## src/rtl/imem_loader.sv

```systemverilog
// imem_loader: boot-time byte-stream loader for the instruction memory.
// Stream format is LEN, 4*N little-endian data bytes and, when IMEM_LOADER_CSUM_EN
// is defined, a trailing checksum byte. The CPU is held in reset until DONE.
module imem_loader #(
   parameter int unsigned DEPTH_LOG2 = 8,
   parameter int unsigned WORD_W     = 32
) (
   input  logic                  clk,
   input  logic                  rstd,
   input  logic                  start,
   input  logic                  in_valid,
   output logic                  in_ready,
   input  logic [7:0]            in_data,
   output logic                  wr_en,
   output logic [DEPTH_LOG2-1:0] wr_addr,
   output logic [WORD_W-1:0]     wr_data,
   output logic                  cpu_hold,
   output logic                  done,
   output logic                  err,
   output logic [DEPTH_LOG2:0]   word_cnt
);

   localparam int unsigned CntW = DEPTH_LOG2 + 1;
   // LEN byte of 0 selects a full memory image
   localparam logic [CntW-1:0] FullCnt = {1'b1, {DEPTH_LOG2{1'b0}}};

`ifdef IMEM_LOADER_CSUM_EN
   typedef enum logic [2:0] {
      StIdle = 3'd0, StLen = 3'd1, StData = 3'd2, StCsum = 3'd3, StDone = 3'd4, StErr = 3'd5
   } state_e;
`else
   typedef enum logic [2:0] {
      StIdle = 3'd0, StLen = 3'd1, StData = 3'd2, StDone = 3'd4
   } state_e;
`endif

   state_e            state_q, state_d;
   logic [CntW-1:0]   target_q;
   logic [CntW-1:0]   word_cnt_q;
   logic [1:0]        byte_idx_q;
   logic [23:0]       buf_q;
   logic              wr_en_q;
   logic [DEPTH_LOG2-1:0] wr_addr_q;
   logic [WORD_W-1:0] wr_data_q;
   logic              accept;
   logic              restart;
   logic              last_byte;
   logic              last_word;

`ifdef IMEM_LOADER_CSUM_EN
   logic [7:0] sum_q;
   logic [7:0] sum_nxt;
   assign sum_nxt = sum_q + in_data;
   assign restart = start && (state_q == StIdle || state_q == StDone || state_q == StErr);
`else
   assign restart = start && (state_q == StIdle || state_q == StDone);
`endif

   // Ready is a pure decode of the registered state
`ifdef IMEM_LOADER_CSUM_EN
   assign in_ready  = (state_q == StLen) || (state_q == StData) || (state_q == StCsum);
`else
   assign in_ready  = (state_q == StLen) || (state_q == StData);
`endif
   assign accept    = in_valid && in_ready;
   assign last_byte = (byte_idx_q == 2'd3);
   assign last_word = ((word_cnt_q + 1'b1) == target_q);

   assign wr_en    = wr_en_q;
   assign wr_addr  = wr_addr_q;
   assign wr_data  = wr_data_q;
   assign word_cnt = word_cnt_q;

   // State register
   always_ff @(posedge clk) begin
      if (rstd) state_q <= StIdle;
      else      state_q <= state_d;
   end

   // Next-state and status decode
   always_comb begin
      state_d  = state_q;
      cpu_hold = (state_q != StDone);
      done     = (state_q == StDone);
`ifdef IMEM_LOADER_CSUM_EN
      err      = (state_q == StErr);
`else
      err      = 1'b0;
`endif
      unique case (state_q)
         StIdle, StDone: if (start) state_d = StLen;
`ifdef IMEM_LOADER_CSUM_EN
         StErr:          if (start) state_d = StLen;
`endif
         StLen:          if (accept) state_d = StData;
         StData: begin
            if (accept && last_byte && last_word) begin
`ifdef IMEM_LOADER_CSUM_EN
               state_d = StCsum;
`else
               state_d = StDone;
`endif
            end
         end
`ifdef IMEM_LOADER_CSUM_EN
         StCsum:         if (accept) state_d = (sum_nxt == 8'd0) ? StDone : StErr;
`endif
         default:        state_d = StIdle;
      endcase
   end

   // Word assembly, write port and counters
   always_ff @(posedge clk) begin
      if (rstd) begin
         target_q   <= '0;
         word_cnt_q <= '0;
         byte_idx_q <= '0;
         buf_q      <= '0;
         wr_en_q    <= 1'b0;
         wr_addr_q  <= '0;
         wr_data_q  <= '0;
`ifdef IMEM_LOADER_CSUM_EN
         sum_q      <= '0;
`endif
      end else begin
         wr_en_q <= 1'b0;
         if (restart) begin
            word_cnt_q <= '0;
            byte_idx_q <= '0;
`ifdef IMEM_LOADER_CSUM_EN
            sum_q      <= '0;
`endif
         end
         if (state_q == StLen && accept) begin
            target_q <= (in_data == 8'd0) ? FullCnt : CntW'(in_data);
         end
         if (state_q == StData && accept) begin
            byte_idx_q <= byte_idx_q + 2'd1;
`ifdef IMEM_LOADER_CSUM_EN
            sum_q      <= sum_nxt;
`endif
            if (last_byte) begin
               wr_en_q    <= 1'b1;
               wr_addr_q  <= word_cnt_q[DEPTH_LOG2-1:0];
               wr_data_q  <= WORD_W'({in_data, buf_q});
               word_cnt_q <= word_cnt_q + 1'b1;
            end else begin
               buf_q[{byte_idx_q, 3'b000} +: 8] <= in_data;
            end
         end
      end
   end

endmodule

```

## config.mk

```make
export PLATFORM = sky130hd
export DESIGN_NAME = imem_loader
export DESIGN_NICKNAME = d
export VERILOG_FILES = /design/src/rtl/imem_loader.sv
export SDC_FILE = /design/constraint.sdc
export NUM_CORES = 1
export LEC_CHECK = 0
export ABC_AREA = 1
export CORE_MARGIN = 1
export CORE_UTILIZATION = 57
export CTS_CLUSTER_SIZE = 20
export DETAILED_ROUTE_END_ITERATION = 10
export GPL_TIMING_DRIVEN = 0
export PLACE_DENSITY = 0.86
export SETUP_SLACK_MARGIN = 0.5
export SYNTH_ARGS = -nofsm -noshare
export SYNTH_HDL_FRONTEND = slang
export SYNTH_SLANG_ARGS = --single-unit
```

## constraint.sdc

```tcl
create_clock -name clk -period 2.3 [get_ports clk]
set_input_delay 0.46 -clock clk [delete_from_list [all_inputs] [get_ports clk]]
set_output_delay 0.46 -clock clk [all_outputs]
set_load 0.02 [all_outputs]
```

[After elaboration in Yosys (flattened, before gate mapping)]
Cells that the tools add are included.
Word-level totals
  register bits after elaboration: 88
  word-level logic and storage cells: 52
  output and inout bits: 54
Cells by class
  reductions and logical operators: 16
  shifts and indexed selects: 2
  $add $sub $neg: 3
  bitwise operators: 2
  eq/ne operators: 9
  muxes and demuxes: 12
Operators by type and width (number)
  $mux W9: 4
  $bwmux W24: 1
  $shift A8 B7 Y24 const A: 1
  $shiftx A8 B7 Y24: 1
  $add A9 B1 Y9 const B: 1
  $eq A9 B9 Y1: 1
  $mux W3: 3
  $pmux W3 S3: 1
  $logic_not A8 Y1: 1
  $neg A5 Y7: 1
  $logic_and A1 B1 Y1: 6
  $ne A2 B2 Y1 const B: 3
  $mux W2: 2
  $reduce_and A2 Y1: 2
  $reduce_or A2 Y1: 2
  $eq A3 B1 Y1 const B: 1
  $eq A3 B2 Y1 const B: 1
  $eq A3 B3 Y1 const B: 1
  $logic_not A3 Y1: 1
  $ne A3 B3 Y1 const B: 1
  $reduce_and A3 Y1: 1
  $add A2 B1 Y2 const B: 1
  $eq A2 B2 Y1 const B: 1
  $logic_or A1 B1 Y1: 2
  3 further kinds: 4

[Longest topological paths before layout]
Gate-level depths: netlist of the first run.
  depth in word-level cells: 7
  depth in mapped cells: 13
  gate-level depth less buffers: 13

[Worst setup path after synthesis of the first run]
Ideal clock, no wire load.
  kind: register -> register
  start point: reg word_cnt_q[0] (netlist: word_cnt[0])
  end point: reg state_q[1]
  arrival: 1547 ps
  data required time: 2168 ps
  buffers on the path: 0
  cell stages (with the launch flop): 12
  setup slack: 621 ps
  cells stage by stage: dfxtp_1 -> ha_1 -> nand2_1 -> inv_1 -> nand3_2 -> xor2_1 -> nand2_1 -> nand2_1 -> nor2_1 -> nand2_1 -> nand2_1 -> a21oi_1
On the way
  longest elaborated chain between the ends: 5
RTL lines
  start, declared: RTL line 39  | logic [CntW-1:0] word_cnt_q;
  start signal, assigned: RTL line 146  | word_cnt_q <= word_cnt_q + 1'b1;
  $add A9 B1 Y9: RTL line 67  | assign last_word = ((word_cnt_q + 1'b1) == target_q);
  $eq A9 B9 Y1: RTL line 67
  $logic_and A1 B1 Y1: RTL line 97  | if (accept && last_byte && last_word) begin
  $ne A2 B2 Y1 (no line)
  $reduce_and A3 Y1 (no line)
  end signal, assigned: RTL line 76  | if (rstd) state_q <= StIdle;
  end signal, assigned: RTL line 77  | else state_q <= state_d;
  end, declared: RTL line 37  | state_e state_q, state_d;
Every way passes these cells.
A chain may end at the register's enable or synchronous reset.

[Worst setup path after layout of the first run]
  start point: reg wr_data_q[8] (netlist: wr_data[8])
  end point: out wr_data[8]
RTL lines
  start, declared: RTL line 44  | logic [WORD_W-1:0] wr_data_q;
  start signal, assigned: RTL line 145  | wr_data_q <= WORD_W'({in_data, buf_q});
  end, declared: RTL line 16  | output logic [WORD_W-1:0] wr_data,
No word-level cell between the ends.

==> results of run 1 <==
==> cell type report <==
type | count | area (µm²)
Buffer | 21 | 113.9
Clock buffer | 10 | 127.6
Clock inverter | 5 | 82.58
Fill cell | 515 | 1578
Inverter | 62 | 236.5
Multi-Input combinational cell | 328 | 1714
Sequential cell | 88 | 1768
Tap cell | 77 | 96.34
Timing Repair Buffer | 65 | 669.4
==> logic make-up after synthesis <==
kind of cell	Yosys count	share of synthesized area
simple gates	220	0.2622
compound gates	98	0.1564
flops	88	0.4627
buf+inv	83	0.09103
fa+ha+maj	6	0.01972
xor+xnor	3	0.006902
other cells	1	0.0009849
==> worst max-delay path by stage <==
stage / cells past startpoint / end
floorplan: 11 / state_q[1]
global placement: 10 / word_cnt[1]
detailed placement: 10 / wr_data[5]
CTS: 4 / done
global route: 6 / buf_q[10]
finish: 1 / wr_data[8]
==> cells in the final DEF (no fill, tap or decap), types with 7 or more instances in the layout <==
master / netlist / final
nand2_1: 91 / 90
clkbuf_1: 11 / 10
nand3_1: 61 / 61
nor3_1: 10 / 10
nor2_1: 47 / 44
o21ai_0: 39 / 39
clkbuf_8: 0 / 9
inv_2: 4 / 7
clkdlybuf4s50_1: 0 / 35
a21oi_1: 33 / 33
dfxtp_1: 88 / 83
o21ai_2: 19 / 19
inv_1: 56 / 53
dlygate4sd2_1: 0 / 8
dlymetal6s2s_1: 0 / 17
==> synth_stat cells (all sizes together) <==
master	count	area [µm²]
a211oi	2	15.01
a21oi	33	165.2
buf	10	70.06
clkbuf	11	41.29
clkinv	1	3.750
conb	1	3.750
dfxtp	88	1762
ha	6	75.07
inv	61	231.5
nand2	92	347.8
nand3	63	332.8
nand4	2	12.51
nor2	51	242.7
nor3	10	50.05
nor4	2	12.51
o211a	3	30.03
o21ai	58	361.6
o21bai	1	7.510
o32ai	1	16.27
xnor2	1	8.760
xor2	2	17.52
==> metal layers <==
metal | GRT usage | part of all wire
met1 | 0.3608 | 0.47
met2 | 0.4294 | 0.45
met4 | 0.1109 | 0.020
met5 | 0 | 0
met3 | 0.04352 | 0.051
==> flip-flops by register name, summed over array words and instances (netlist names) <==
register and count:
wr_en 1, target_q 9, word_cnt 9, wr_data 32, buf_q 24, wr_addr 8
byte_idx_q 2, state_q 3
==> power breakdown <==
group / total (W) / switching (W) / leakage [nW] / internal [W]
registers: 0.00155 / 0.0000115 / 0.712 / 0.00154
logic: 0.000178 / 0.000125 / 1.48 / 0.0000529
clock network: 0.00115 / 0.000538 / 0.106 / 0.000608
==> repair_timing <==
action                     4_1_cts  5_1_grt
hold endpoints to repair         0        0
setup endpoints to repair       35       75
cloned                           0        0
pin swaps                        1        1
gates resized for setup         17       35
buffers inserted                 1        1
==> through the flow <==
step	setup WS, ns	instances	util	area [µm²]	hold slack (ns)
CTS	0.4773	655	0.7431	4746	0.4519
global route	0.4851	656	0.7529	4808	0.4641
finish	0.5179	656	0.7529	4808	0.4503
detailed placement	0.08684	639	0.7100	4534	0.4327
global placement	0.1234	639	0.7100	4534	0.4339
floorplan	0.6206	499	-	3807	0.4136
==> worst min-delay path, delay by kind of cell, from the launching register on <==
family	cells	cell delay [ns]
flops	1	0.31
simple gates	2	0.10
==> impl_metrics.yaml, run 1 <==
final_layout:
  syn_to_final_growth_pct: 26.29
  nets: 593
  n_antenna_cell: 0
  drive_gt1_frac: 0.1347
placed_design:
  gp_congestion: 0.8523
  port_buffers: 63
  place_hpwl_um: 6712
detailed_routing:
  wl_per_cell_um: 14.14
  drt_iter0_markers: 181
  routed_wl_um: 9275
  firstDrtPassIters: 4
  vias_per_cell: 5.335
  ant_nets: 0
  vias: 3500
  drc: 0
grt:
  grt_pass1_vias: 3176
  grt_pass1_wl_um: 14770
  antenna_found_initial: 0
  grt.total_usage: 0.2683
  grt_max_degree: 15
  gr-total-overflow: 0
cts:
  cts.reportedPaths.clkPinSlew_ns: 0.08
  cts_sinks: 88
  htree_levels: 3
  hold_buffers: 0
  cts_buffer_depth: 2
  cts_made_buffers: 9
  cts_tree: "built"
  clock_latency_ns: 0.35
  cts_root_buf: "clkbuf_8"
critical_path:
  cp.required_ns: 1.84
  setup.worst_path.start: "wr_data[8]"
  rr_endpoint: "state_q[1]"
  r2r_slack_ns: 0.59
  reg2reg_depth: 12
  crit_family: "buffers and inverters"
  worstPathArrival_ns: 1.32
  cp-end-kind: "output pin"
  crit_chain: "clkdlybuf4s50_1"
  cp.buffers_inverters: 1
  start_kind: "flop"
  crit_type: "flop to output pin"
  worstPathMaxFanout: 2
  reg2reg_from: "word_cnt[0]"
  crit_path_max_incr_delay_ns: 0.62
  critPathSlowestCell: "clkdlybuf4s50_1"
sta:
  min_period_over_period: 0.7748
  rsz0062_at_grt: "yes"
  setup_viol: 0
  min_period_ns: 1.782
  fin_setup_tns_ns: 0
  relSlewSlack: 0.6406
  finalClockSkew_ns: 0.003778
  fmax_mhz: 561.1
  hold_viol: 0
  finalMaxSlewViolations: 0
  worstMarginPinSlew_ns: 0.5391
job:
  cap_violations: 0
synthesis:
  postSynthAreaPerCell_um2: 7.630
  yosys_register_bits: 88
  synthCells: 499
  synth_nets: 517
  synth_area_mm2: 0.003807
  yosysUniqueCellTypes: 31
  ys_seq_area_frac: 0.4627
  ys_warn_count: 0
die:
  die_h_um: 83.73
  die_w_um: 83.73
  dieArea_mm2: 0.007011
  ios: 66
  start_util: 0.5962
  core_mm2: 0.006386
  rows: 29
power:
  leakage_nw: 2.299
  peakVddDrop_mv: 0.4710
  power_density_mw_per_mm2: 597.9
  power_w: 0.002875
run_status:
  status: "finished, final reports clean"
min_path:
  hold_path_class: "flop to flop"
  min_from: "buf_q[3]"
  whs_path_depth: 2
  hold_end: "wr_data[3]"
No activity file was read; power rests on OpenSTA's default activity.
==> inputs of run 2 (changes only) <==
--- a/config.mk
+++ b/config.mk
@@ -7,11 +7,11 @@
 export LEC_CHECK = 0
 export ABC_AREA = 1
 export CORE_MARGIN = 1
-export CORE_UTILIZATION = 57
+export CORE_UTILIZATION = 52
 export CTS_CLUSTER_SIZE = 20
 export DETAILED_ROUTE_END_ITERATION = 10
 export GPL_TIMING_DRIVEN = 0
-export PLACE_DENSITY = 0.86
+export PLACE_DENSITY = 0.8
 export SETUP_SLACK_MARGIN = 0.5
 export SYNTH_ARGS = -nofsm -noshare
 export SYNTH_HDL_FRONTEND = slang
==> constraint.sdc (replaced) <==
create_clock -name clk -period 1.8 [get_ports clk]
set_input_delay 0.36 -clock clk [delete_from_list [all_inputs] [get_ports clk]]
set_output_delay 0.36 -clock clk [all_outputs]
set_load 0.02 [all_outputs]
==> run 2 against run 1 <==
Against the previous run:
- final area rose by 9.5%
- hold slack got worse by 0.10 ns
- clock power rose by 12%
- via count rose by 14%
- routed wire length rose by 29%
- highest routed layer unchanged
- final cell count rose by 6.9%
- worst setup slack got worse by 0.38 ns
- critical endpoint is now state_q[1]
- largest cell class is now multi-input gates
- sequential cell count did not move
- power rose by 26%
- critical path type is now flop to flop
- register-to-register slack got worse by 0.45 ns
- sequential power rose by 28%
- sequential share of layout area fell by 2.8 points
==> impl_metrics.yaml, run 2 (synthesis gave the netlist of run 1 again) <==
run_status:
  status: "finished, final reports clean"
cts:
  cts_tree: "built"
  cts.reportedPaths.clkPinSlew_ns: 0.09
  hold_buffers: 0
  htree_levels: 3
  clock_latency_ns: 0.37
  cts_made_buffers: 9
  cts_buffer_depth: 2
  cts_root_buf: "clkbuf_8"
  cts_sinks: 88
critical_path:
  critPathSlowestCell: "dfxtp_4"
  cp.required_ns: 2.03
  crit_family: "simple AND/OR/NAND/NOR gates"
  worstPathArrival_ns: 1.89
  cp.buffers_inverters: 1
  cp-end-kind: "flop"
  start_kind: "flop"
  worstPathMaxFanout: 4
  crit_type: "flop to flop"
  crit_chain: "ha_4 -> inv_2 -> nand2_2 -> nand3_2 -> nor2_2 -> nand3_1 -> nor2_1 -> nand3_1 -> nor2_2 -> nand2_1 -> nand2_1 -> a21oi_1"
  crit_path_max_incr_delay_ns: 0.38
final_layout:
  fillers: 506
  syn_to_final_growth_pct: 38.28
  layout_commonest_cell: "nand2_1"
  layout.cells.non_filler: 701
  n_antenna_cell: 0
  final_cell_mix: "nand2_1, dfxtp_1, nand3_1"
  nets: 618
  largest_reg_flops: 32
  drive_gt1_frac: 0.3736
  fin_util: 0.7582
sta:
  finalMaxSlewViolations: 0
  hold_ws_ns: 0.3472
  min_period_over_period: 0.9239
  rsz0062_at_grt: "yes"
  hold_viol: 0
  setup_viol: 0
  fmax_mhz: 601.3
  min_period_ns: 1.663
  relSlewSlack: 0.6238
  finalClockSkew_ns: 0.009211
  worstMarginPinSlew_ns: 0.5643
detailed_routing:
  routed_wl_um: 11990
  ant_nets: 0
  drt_iter0_markers: 309
  drc: 0
  vias: 3981
  wl_per_cell_um: 17.10
  firstDrtPassIters: 5
  vias_per_cell: 5.679
die:
  die_w_um: 87.57
  core_mm2: 0.006944
  die_h_um: 87.57
  rows: 30
  dieArea_mm2: 0.007669
  start_util: 0.5483
  ios: 66
grt:
  grt_max_degree: 17
  antenna_found_initial: 0
  grt_pass1_wl_um: 16750
  grt_pass1_vias: 3553
  grt.total_usage: 0.2872
  gr-total-overflow: 0
power:
  power_w: 0.003611
  peakVddDrop_mv: 0.9049
  leakage_nw: 2.333
  power_density_mw_per_mm2: 685.9
placed_design:
  placedCellCount: 658
  place_hpwl_um: 6975
  port_buffers: 63
  gp_congestion: 0.9056
job:
  cap_violations: 0
min_path:
  hold_path_class: "primary input to flop"
==> run 2: cell types whose count changed in the layout (fill, tap and decap cells not counted), sizes merged, moves of 4 or more <==
cell and delta:
buf +77, clkbuf -4, clkdlybuf4s50 -27, dlygate4sd2 -7, dlymetal6s2s -16, inv +4
==> run 2: final timing paths <==
kind / slack, ns / cells past startpoint / endpoint / from
worst max-delay path: 0.14 / 12 / state_q[1] / word_cnt[0]
worst min register to register: 0.45 / 2 / wr_data[3] / buf_q[3]
worst max register to register: 0.14 / 12 / state_q[1] / word_cnt[0]
worst min-delay path: 0.35 / 2 / word_cnt[0] / rstd
==> run 2: final cells by class <==
| class | count | area (µm²) | area share |
|---|---|---|---|
| buffer | 21 | 163.9 | 0.03113 |
| clock inverter | 6 | 50.05 | 0.009506 |
| inverter | 62 | 275.3 | 0.05228 |
| sequential | 88 | 1788 | 0.3396 |
| timing repair inverter | 1 | 11.26 | 0.002139 |
| clock buffer | 10 | 127.6 | 0.02424 |
| multi-input combinational | 330 | 2088 | 0.3966 |
| timing repair buffer | 87 | 640.6 | 0.1217 |
| tap | 96 | 120.1 | 0.02281 |
==> run 2: routing by layer <==
layer	global-route usage	wire length, µm	vias to the layer above
met5	0	0	-
met4	0.1282	584	0
met3	0.05561	925	62
met2	0.4915	5942	227
met1	0.3517	4538	1861
li1	-	-	1831
==> run 2: report_power, final <==
group / leakage, nW / internal, W / switching, W
combinational: 1.52 / 0.000112 / 0.000223
clock: 0.0918 / 0.000521 / 0.000774
sequential: 0.718 / 0.00196 / 0.0000192
total: 2.33 / 0.00259 / 0.00102
==> run 2: what timing repair did <==
| item | CTS | global route |
|---|---|---|
| pin swaps | 45 | 19 |
| gates resized for setup | 318 | 58 |
| setup endpoints to repair | 139 | 88 |
| buffers inserted | 17 | 5 |
| gates cloned | 4 | 1 |
==> run 2: per-stage QoR <==
step | area (µm²) | setup WS, ns | setup TNS (ns)
after detailed placement | 4626 | -0.3687 | -17.83
after floorplan | 3875 | 0.3345 | 0
after global routing | 5265 | 0.02602 | 0
after global placement | 4626 | -0.3242 | -14.64
final | 5265 | 0.1369 | 0
after CTS | 5006 | 0.1878 | 0
